`config.mk`:
```
export PLATFORM = sky130hd
export DESIGN_NAME = sprite_compositor_flat
export DESIGN_NICKNAME = d
export VERILOG_FILES = /design/src/rtl/sprite_pkg.sv /design/src/rtl/sprite_compositor_if.sv /design/src/rtl/sprite_hit_arbiter.sv /design/src/rtl/sprite_compositor.sv /design/src/flat_wrapper.sv
export SDC_FILE = /design/constraint.sdc
export NUM_CORES = 2
export LEC_CHECK = 0
export ABC_AREA = 1
export BUFFER_PORTS_ARGS = -buffer_cell sky130_fd_sc_hd__buf_2
export CAP_MARGIN = 30
export CORE_AREA = 8 8 259 261
export CTS_BUF_LIST = sky130_fd_sc_hd__clkbuf_2 sky130_fd_sc_hd__clkbuf_4 sky130_fd_sc_hd__clkbuf_8
export DETAILED_ROUTE_END_ITERATION = 16
export DIE_AREA = 0 0 267 269
export GPL_ROUTABILITY_DRIVEN = 0
export PLACE_DENSITY = 0.79
export SKIP_LAST_GASP = 1
export SYNTH_ARGS = -nofsm -noshare
export SYNTH_HDL_FRONTEND = slang
export SYNTH_SLANG_ARGS = --single-unit
```
`constraint.sdc`:
```
create_clock -name Clk -period 24.5 [get_ports Clk]
set_clock_uncertainty 0.2 [all_clocks]
set_input_delay 1.225 -clock Clk [delete_from_list [all_inputs] [get_ports Clk]]
set_output_delay 1.225 -clock Clk [all_outputs]
set_load 0.005 [all_outputs]
```
`src/rtl/sprite_pkg.sv`:
```
// sprite_pkg: shared screen constants and pixel/colour types for the sprite compositor
package sprite_pkg;
  localparam int H_RES = 640;
  localparam int V_RES = 480;
  typedef logic [9:0] coord_t;
  typedef logic [23:0] rgb_t;
  typedef logic [3:0] pal_idx_t;
endpackage

```
`src/rtl/sprite_compositor_if.sv`:
```
// sprite_compositor_if: ROM and palette lookup bus between the compositor and its memories
interface sprite_compositor_if;
  import sprite_pkg::*;
  logic [15:0] Spr_addr;
  logic [1:0] Spr_img;
  pal_idx_t Spr_data;
  logic [18:0] Bg_addr;
  pal_idx_t Bg_data;
  pal_idx_t Pal_idx;
  rgb_t Pal_rgb;
  modport master (output Spr_addr, Spr_img, Bg_addr, Pal_idx, input Spr_data, Bg_data, Pal_rgb);
  modport slave (input Spr_addr, Spr_img, Bg_addr, Pal_idx, output Spr_data, Bg_data, Pal_rgb);
endinterface

```
`src/rtl/sprite_hit_arbiter.sv`:
```
// sprite_hit_arbiter: per-sprite rectangle test and lowest-index priority pick with ROM address
module sprite_hit_arbiter
  import sprite_pkg::*;
#(
  parameter int NUM_SPR = 4,
  parameter int SPR_W = 70,
  parameter int SPR_H = 50,
  localparam int IW = (NUM_SPR > 1) ? $clog2(NUM_SPR) : 1
) (
  input coord_t drawX,
  input coord_t drawY,
  input logic [NUM_SPR*10-1:0] sprX,
  input logic [NUM_SPR*10-1:0] sprY,
  input logic [NUM_SPR-1:0] sprEn,
  output logic hit,
  output logic [IW-1:0] winner,
  output logic [15:0] addr
);
  logic [10:0] dx, dy;
  // scan from lowest priority upward so the lowest-index hit is the last one written
  always_comb begin
    hit = 1'b0;
    winner = '0;
    addr = '0;
    dx = '0;
    dy = '0;
    for (int i = NUM_SPR - 1; i >= 0; i--) begin
      dx = {1'b0, drawX} - {1'b0, sprX[i*10 +: 10]};
      dy = {1'b0, drawY} - {1'b0, sprY[i*10 +: 10]};
      if (sprEn[i] && !dx[10] && !dy[10] && dx < 11'(SPR_W) && dy < 11'(SPR_H)) begin
        hit = 1'b1;
        winner = IW'(i);
        addr = 16'(dy) * 16'(SPR_W) + 16'(dx);
      end
    end
  end
endmodule

```
`src/rtl/sprite_compositor.sv`:
```
// sprite_compositor: 2-cycle sprite/bullet/background pixel compositor; optional SPRITE_HIT_FLASH_EN adds hit-flash inversion
module sprite_compositor
  import sprite_pkg::*;
#(
  parameter int NUM_SPR = 4,
  parameter int NUM_BUL = 2,
  parameter int SPR_W = 70,
  parameter int SPR_H = 50,
  parameter int BUL_R = 4,
  parameter pal_idx_t TRANSP_IDX = 4'h0,
  parameter rgb_t BUL_RGB = 24'hFF00FF,
  parameter int FLASH_FRAMES = 32
) (
  input logic Clk,
  input logic Reset,
  input coord_t DrawX,
  input coord_t DrawY,
  input logic Pix_valid,
  input logic Frame_start,
  input logic [NUM_SPR*10-1:0] SprX,
  input logic [NUM_SPR*10-1:0] SprY,
  input logic [NUM_SPR-1:0] Spr_en,
  input logic [NUM_SPR*2-1:0] Spr_sel,
  input logic [NUM_BUL*10-1:0] BulX,
  input logic [NUM_BUL*10-1:0] BulY,
  input logic [NUM_BUL-1:0] Bul_en,
  sprite_compositor_if.master rom,
  input logic [NUM_SPR-1:0] Hit_flash,
  output logic [7:0] Red,
  output logic [7:0] Green,
  output logic [7:0] Blue,
  output logic Rgb_valid
);
  localparam int IW = (NUM_SPR > 1) ? $clog2(NUM_SPR) : 1;
  localparam logic signed [21:0] BR2 = 22'(BUL_R * BUL_R);
  logic [NUM_SPR*10-1:0] sprXS, sprYS;
  logic [NUM_SPR-1:0] sprEnS;
  logic [NUM_SPR*2-1:0] sprSelS;
  logic [NUM_BUL*10-1:0] bulXS, bulYS;
  logic [NUM_BUL-1:0] bulEnS;
  logic sprHit, bulHit, sprHitD, bulHitD, validD;
  logic [IW-1:0] winner;
  logic [15:0] sprAddr;
  logic signed [10:0] bdx, bdy;
  logic signed [21:0] bx, by;
  logic opaque, flashOn;
  rgb_t colour;
  // shadow copy of object positions, refreshed only at frame start so nothing tears mid-frame
  always_ff @(posedge Clk or negedge Reset) begin
    if (!Reset) begin
      sprXS <= '0;
      sprYS <= '0;
      sprEnS <= '0;
      sprSelS <= '0;
      bulXS <= '0;
      bulYS <= '0;
      bulEnS <= '0;
    end else if (Frame_start) begin
      sprXS <= SprX;
      sprYS <= SprY;
      sprEnS <= Spr_en;
      sprSelS <= Spr_sel;
      bulXS <= BulX;
      bulYS <= BulY;
      bulEnS <= Bul_en;
    end
  end
  sprite_hit_arbiter #(.NUM_SPR(NUM_SPR), .SPR_W(SPR_W), .SPR_H(SPR_H)) u_arb (
    .drawX(DrawX),
    .drawY(DrawY),
    .sprX(sprXS),
    .sprY(sprYS),
    .sprEn(sprEnS),
    .hit(sprHit),
    .winner(winner),
    .addr(sprAddr)
  );
  // round bullets: squared distance from each enabled centre against the squared radius
  always_comb begin
    bulHit = 1'b0;
    bdx = '0;
    bdy = '0;
    bx = '0;
    by = '0;
    for (int j = 0; j < NUM_BUL; j++) begin
      bdx = $signed({1'b0, DrawX}) - $signed({1'b0, bulXS[j*10 +: 10]});
      bdy = $signed({1'b0, DrawY}) - $signed({1'b0, bulYS[j*10 +: 10]});
      bx = 22'(bdx);
      by = 22'(bdy);
      bulHit = bulHit | (bulEnS[j] && (bx * bx + by * by <= BR2));
    end
  end
  // stage 0 register: ROM addresses plus hit flags travelling alongside the pixel
  always_ff @(posedge Clk or negedge Reset) begin
    if (!Reset) begin
      rom.Spr_addr <= '0;
      rom.Spr_img <= '0;
      rom.Bg_addr <= '0;
      sprHitD <= 1'b0;
      bulHitD <= 1'b0;
      validD <= 1'b0;
    end else begin
      rom.Spr_addr <= sprHit ? sprAddr : '0;
      rom.Spr_img <= sprHit ? sprSelS[winner*2 +: 2] : '0;
      rom.Bg_addr <= 19'(DrawY) * 19'(H_RES) + 19'(DrawX);
      sprHitD <= sprHit;
      bulHitD <= bulHit;
      validD <= Pix_valid;
    end
  end
`ifdef SPRITE_HIT_FLASH_EN
  logic [5:0] flashCnt [NUM_SPR];
  logic [IW-1:0] winnerD;
  // per-sprite flash timers: reload on hit, count frames down to zero
  always_ff @(posedge Clk or negedge Reset) begin
    if (!Reset) begin
      winnerD <= '0;
      for (int i = 0; i < NUM_SPR; i++) flashCnt[i] <= '0;
    end else begin
      winnerD <= winner;
      for (int i = 0; i < NUM_SPR; i++)
        flashCnt[i] <= Hit_flash[i] ? 6'(FLASH_FRAMES) :
                       (Frame_start && flashCnt[i] != '0) ? flashCnt[i] - 6'd1 : flashCnt[i];
    end
  end
  assign flashOn = flashCnt[winnerD] != '0 && flashCnt[winnerD][2];
`else
  logic unusedFlash;
  assign unusedFlash = ^{Hit_flash, 6'(FLASH_FRAMES)};
  assign flashOn = 1'b0;
`endif
  // stage 1: winning opaque sprite, else bullet, else background
  always_comb begin
    opaque = sprHitD && rom.Spr_data != TRANSP_IDX;
    rom.Pal_idx = validD ? (opaque ? rom.Spr_data : rom.Bg_data) : '0;
    colour = opaque ? (flashOn ? ~rom.Pal_rgb : rom.Pal_rgb) : bulHitD ? BUL_RGB : rom.Pal_rgb;
  end
  // stage 2: registered DAC outputs, blanked outside the visible region
  always_ff @(posedge Clk or negedge Reset) begin
    if (!Reset) begin
      {Red, Green, Blue} <= '0;
      Rgb_valid <= 1'b0;
    end else begin
      {Red, Green, Blue} <= validD ? colour : '0;
      Rgb_valid <= validD;
    end
  end
endmodule

```
`src/flat_wrapper.sv`:
```
// flat-port wrapper written by rule: the top's interface ports become plain ports
module sprite_compositor_flat import sprite_pkg::*;
#(
  parameter int NUM_SPR = 4,
  parameter int NUM_BUL = 2,
  parameter int SPR_W = 70,
  parameter int SPR_H = 50,
  parameter int BUL_R = 4,
  parameter pal_idx_t TRANSP_IDX = 4'h0,
  parameter rgb_t BUL_RGB = 24'hFF00FF,
  parameter int FLASH_FRAMES = 32
)
  (Clk, Reset, DrawX, DrawY, Pix_valid, Frame_start, SprX, SprY, Spr_en, Spr_sel, BulX, BulY, Bul_en, Hit_flash, Red, Green, Blue, Rgb_valid, rom_Spr_addr, rom_Spr_img, rom_Bg_addr, rom_Pal_idx, rom_Spr_data, rom_Bg_data, rom_Pal_rgb);
  sprite_compositor_if rom_i ();
  input logic Clk;
  input logic Reset;
  input coord_t DrawX;
  input coord_t DrawY;
  input logic Pix_valid;
  input logic Frame_start;
  input logic [NUM_SPR*10-1:0] SprX;
  input logic [NUM_SPR*10-1:0] SprY;
  input logic [NUM_SPR-1:0] Spr_en;
  input logic [NUM_SPR*2-1:0] Spr_sel;
  input logic [NUM_BUL*10-1:0] BulX;
  input logic [NUM_BUL*10-1:0] BulY;
  input logic [NUM_BUL-1:0] Bul_en;
  input logic [NUM_SPR-1:0] Hit_flash;
  output logic [7:0] Red;
  output logic [7:0] Green;
  output logic [7:0] Blue;
  output logic Rgb_valid;
  output wire logic [$bits(rom_i.Spr_addr)-1:0] rom_Spr_addr;
  output wire logic [$bits(rom_i.Spr_img)-1:0] rom_Spr_img;
  output wire logic [$bits(rom_i.Bg_addr)-1:0] rom_Bg_addr;
  output wire logic [$bits(rom_i.Pal_idx)-1:0] rom_Pal_idx;
  input wire logic [$bits(rom_i.Spr_data)-1:0] rom_Spr_data;
  input wire logic [$bits(rom_i.Bg_data)-1:0] rom_Bg_data;
  input wire logic [$bits(rom_i.Pal_rgb)-1:0] rom_Pal_rgb;
  assign rom_Spr_addr = rom_i.Spr_addr;
  assign rom_Spr_img = rom_i.Spr_img;
  assign rom_Bg_addr = rom_i.Bg_addr;
  assign rom_Pal_idx = rom_i.Pal_idx;
  assign rom_i.Spr_data = rom_Spr_data;
  assign rom_i.Bg_data = rom_Bg_data;
  assign rom_i.Pal_rgb = rom_Pal_rgb;
  sprite_compositor #(.NUM_SPR(NUM_SPR), .NUM_BUL(NUM_BUL), .SPR_W(SPR_W), .SPR_H(SPR_H), .BUL_R(BUL_R), .TRANSP_IDX(TRANSP_IDX), .BUL_RGB(BUL_RGB), .FLASH_FRAMES(FLASH_FRAMES)) u_core (.Clk(Clk), .Reset(Reset), .DrawX(DrawX), .DrawY(DrawY), .Pix_valid(Pix_valid), .Frame_start(Frame_start), .SprX(SprX), .SprY(SprY), .Spr_en(Spr_en), .Spr_sel(Spr_sel), .BulX(BulX), .BulY(BulY), .Bul_en(Bul_en), .rom(rom_i), .Hit_flash(Hit_flash), .Red(Red), .Green(Green), .Blue(Blue), .Rgb_valid(Rgb_valid));
endmodule
```
==> impl_metrics.py <==
metrics = {
    "worst_setup_path": {
        "reg2regPathDepth": 40,
        "cp_slowest_cell": "fa_1",
        "start_kind": "input port",
        "worst_ep_required_time_ns": 24.77,
        "cp_slowest_stage_delay_ns": 0.89,
        "crit_arrival_ns": 10.92,
        "reg2reg_to": "u_core.bulHitD$_DFF_PN0_",
        "crit_top_cell": "fa_1",
        "r2r_slack_ns": 14.61,
        "timing_worst_setup_path_type": "input port to flop",
        "reg2reg_from": "u_core.bulXS[10]$_DFFE_PN0P_",
        "cp_max_fo": 13,
        "crit_path_end_kind": "flop",
    },
    "global_route": {
        "antenna_found_initial": 6,
        "grt_pass1_vias": 31500,
        "gr-total-overflow": 0,
        "grt_pass1_wl_um": 157000,
        "grt_start_max_net_pins": 101,
        "grt_usage": 0.277,
    },
    "route": {
        "drtPass1Iterations": 6,
        "postRouteAntennaNets": 0,
        "drtIter0Drc": 2224,
        "wire_per_inst_um": 16.7,
        "viasPerCell": 5.30,
        "num_vias": 30800,
        "drt_wl_total_um": 96900,
        "drcViolationCount": 0,
    },
    "floorplanning": {
        "core_mm2": 0.0627,
        "std_cell_rows": 92,
        "die_w_um": 267,
        "die_y_um": 269,
        "start_util": 0.596,
        "num_io_pins": 260,
        "die-area_mm2": 0.0718,
    },
    "timing": {
        "hold_violations": 0,
        "tightest_slew_ns": 0.951,
        "slew_headroom": 0.364,
        "rsz0062_at_grt": "false",
        "maxSlewViolCount": 0,
        "setup_tns_ns": 0,
        "finalSetupViolations": 0,
        "period_share": 0.435,
        "fmax_mhz": 93.9,
        "period_needed_ns": 10.65,
    },
    "synth": {
        "syn_inst": 4714,
        "synth.net_count": 5925,
        "synth_area_mm2": 0.0374,
        "synth-warning-count": 0,
        "ys_ff_latch": 199,
        "synth_cell_types": 52,
        "postSynthAreaPerCell_um2": 7.93,
        "synth_seq_area_share": 0.133,
    },
    "cells_and_area": {
        "fin_nets": 6160,
        "layout-drive-gt1-share": 0.0734,
        "fillers": 5325,
        "final_common_cell": "inv_1",
        "layout_common_cells": "inv_1, nand2_1, fa_1",
        "synthToLayoutAreaGrowth_pct": 7.09,
    },
    "clock_network": {
        "root_buffer": "clkbuf_8",
        "cts_tree": "built",
        "htreeDepth": 4,
        "cts_buffer_depth": 2,
        "cts_setup_buffers": 0,
        "clk_latency_ns": 0.60,
        "clkTransAtPathRegs_ns": 0.10,
        "numCtsBuffers": 17,
        "clock-sinks": 199,
        "hold_buffers": 0,
        "cts_resized": 0,
    },
    "hold_path": {
        "hold_end": "u_core.bulHitD$_DFF_PN0_",
        "hold_depth": 2,
        "hold_path.startpoint": "u_core.bulEnS[0]$_DFFE_PN0P_",
        "hold_path.class": "flop to flop",
    },
    "place": {
        "hpwl_um": 81800,
        "portBuffers": 255,
    },
    "run": {
        "drv_cap": 0,
    },
    "outcome": {
        "status": "finished, final reports clean",
    },
}
==> kinds of logic after synthesis <==
family / share of synthesized area
buf+inv: 0.138
simple gates: 0.151
fa+ha+maj: 0.444
compound gates: 0.0807
xor+xnor: 0.0473
flops: 0.133
mux: 0.00542
==> worst max path at each step <==
stage / from / to / depth (start not counted)
final: DrawX[1] / u_core.bulHitD$_DFF_PN0_ / 41
after global routing: DrawX[1] / u_core.bulHitD$_DFF_PN0_ / 41
after CTS: DrawX[1] / u_core.bulHitD$_DFF_PN0_ / 41
after detailed placement: DrawX[1] / u_core.bulHitD$_DFF_PN0_ / 41
after global placement: DrawX[1] / u_core.bulHitD$_DFF_PN0_ / 41
after floorplan: DrawX[0] / u_core.bulHitD$_DFF_PN0_ / 42
==> synthesized netlist by cell type (all sizes together) <==
| cell type | n | area [um^2] |
|---|---|---|
| a211oi | 2 | 15.0 |
| a21boi | 3 | 22.5 |
| a21o | 21 | 158 |
| a21oi | 224 | 1140 |
| a22oi | 8 | 60.1 |
| a31o | 2 | 17.5 |
| a31oi | 16 | 100 |
| and2 | 5 | 31.3 |
| buf | 10 | 50.1 |
| clkbuf | 40 | 150 |
| clkinv | 7 | 26.3 |
| dfrtp | 199 | 4980 |
| fa | 516 | 10300 |
| ha | 501 | 6270 |
| inv | 1314 | 4930 |
| mux2 | 18 | 203 |
| nand2 | 736 | 2770 |
| nand3 | 153 | 771 |
| nand3b | 14 | 105 |
| nand4 | 38 | 244 |
| nor2 | 342 | 1320 |
| nor3 | 40 | 205 |
| nor3b | 1 | 7.51 |
| nor4 | 6 | 37.5 |
| o2111ai | 4 | 35.0 |
| o211a | 1 | 10.0 |
| o211ai | 8 | 60.1 |
| o21a | 7 | 52.6 |
| o21ai | 215 | 1080 |
| o21bai | 19 | 143 |
| o22ai | 8 | 50.1 |
| o31a | 1 | 8.76 |
| o31ai | 8 | 60.1 |
| o41ai | 1 | 8.76 |
| or2 | 25 | 159 |
| xnor2 | 74 | 656 |
| xor2 | 127 | 1110 |
==> cell type report <==
type | count | area, um^2 | share of cell area
multi-input combinational | 3144 | 27200 | 0.680
sequential | 199 | 4980 | 0.124
inverter | 1321 | 4960 | 0.124
timing repair buffer | 266 | 1380 | 0.0345
tap | 846 | 1060 | 0.0265
clock buffer | 20 | 275 | 0.00688
clock inverter | 12 | 131 | 0.00328
antenna | 2 | 5.00 | 0.000125
==> metal layers <==
metal	GRT usage	vias up	routed length, um
met5	0	-	13
met1	0.350	14700	40000
met4	0.120	2	4420
met3	0.0527	240	7570
met2	0.463	1090	44800
li1	-	14700	-
==> stage by stage <==
| step | hold slack [ns] | worst slack, ns | util | instance area [um^2] | instances |
|---|---|---|---|---|---|
| after floorplan | 0.222 | 15.16 | - | 37400 | 4714 |
| after global placement | 0.275 | 13.48 | 0.631 | 39600 | 5775 |
| after detailed placement | 0.271 | 13.23 | 0.631 | 39600 | 5776 |
| after CTS | 0.303 | 13.85 | 0.638 | 40000 | 5808 |
| after global routing | 0.322 | 13.12 | 0.638 | 40000 | 5809 |
| final | 0.302 | 13.85 | 0.638 | 40000 | 5810 |
==> sequential cells by signal (all words and copies together), names as in the netlist, 4 cells and up <==
signal	flops
u_core.Green	8
u_core.rom.Bg_addr	19
u_core.bulXS	20
u_core.Blue	8
u_core.sprSelS	8
u_core.Red	8
u_core.sprXS	40
u_core.sprEnS	4
u_core.rom.Spr_addr	16
u_core.sprYS	40
u_core.bulYS	20
==> critical path: cells and delay by family <==
family,cells,cell delay (ns)
AO/OA/AOI/OAI,8,1.20
XOR/XNOR,1,0.23
adder cells (fa/ha/maj),9,4.81
buffers and inverters,8,1.38
AND/OR/NAND/NOR,15,2.08
Power is not shown: default switching activity piles up to over one toggle a cycle in this logic, so the estimate is an artifact.
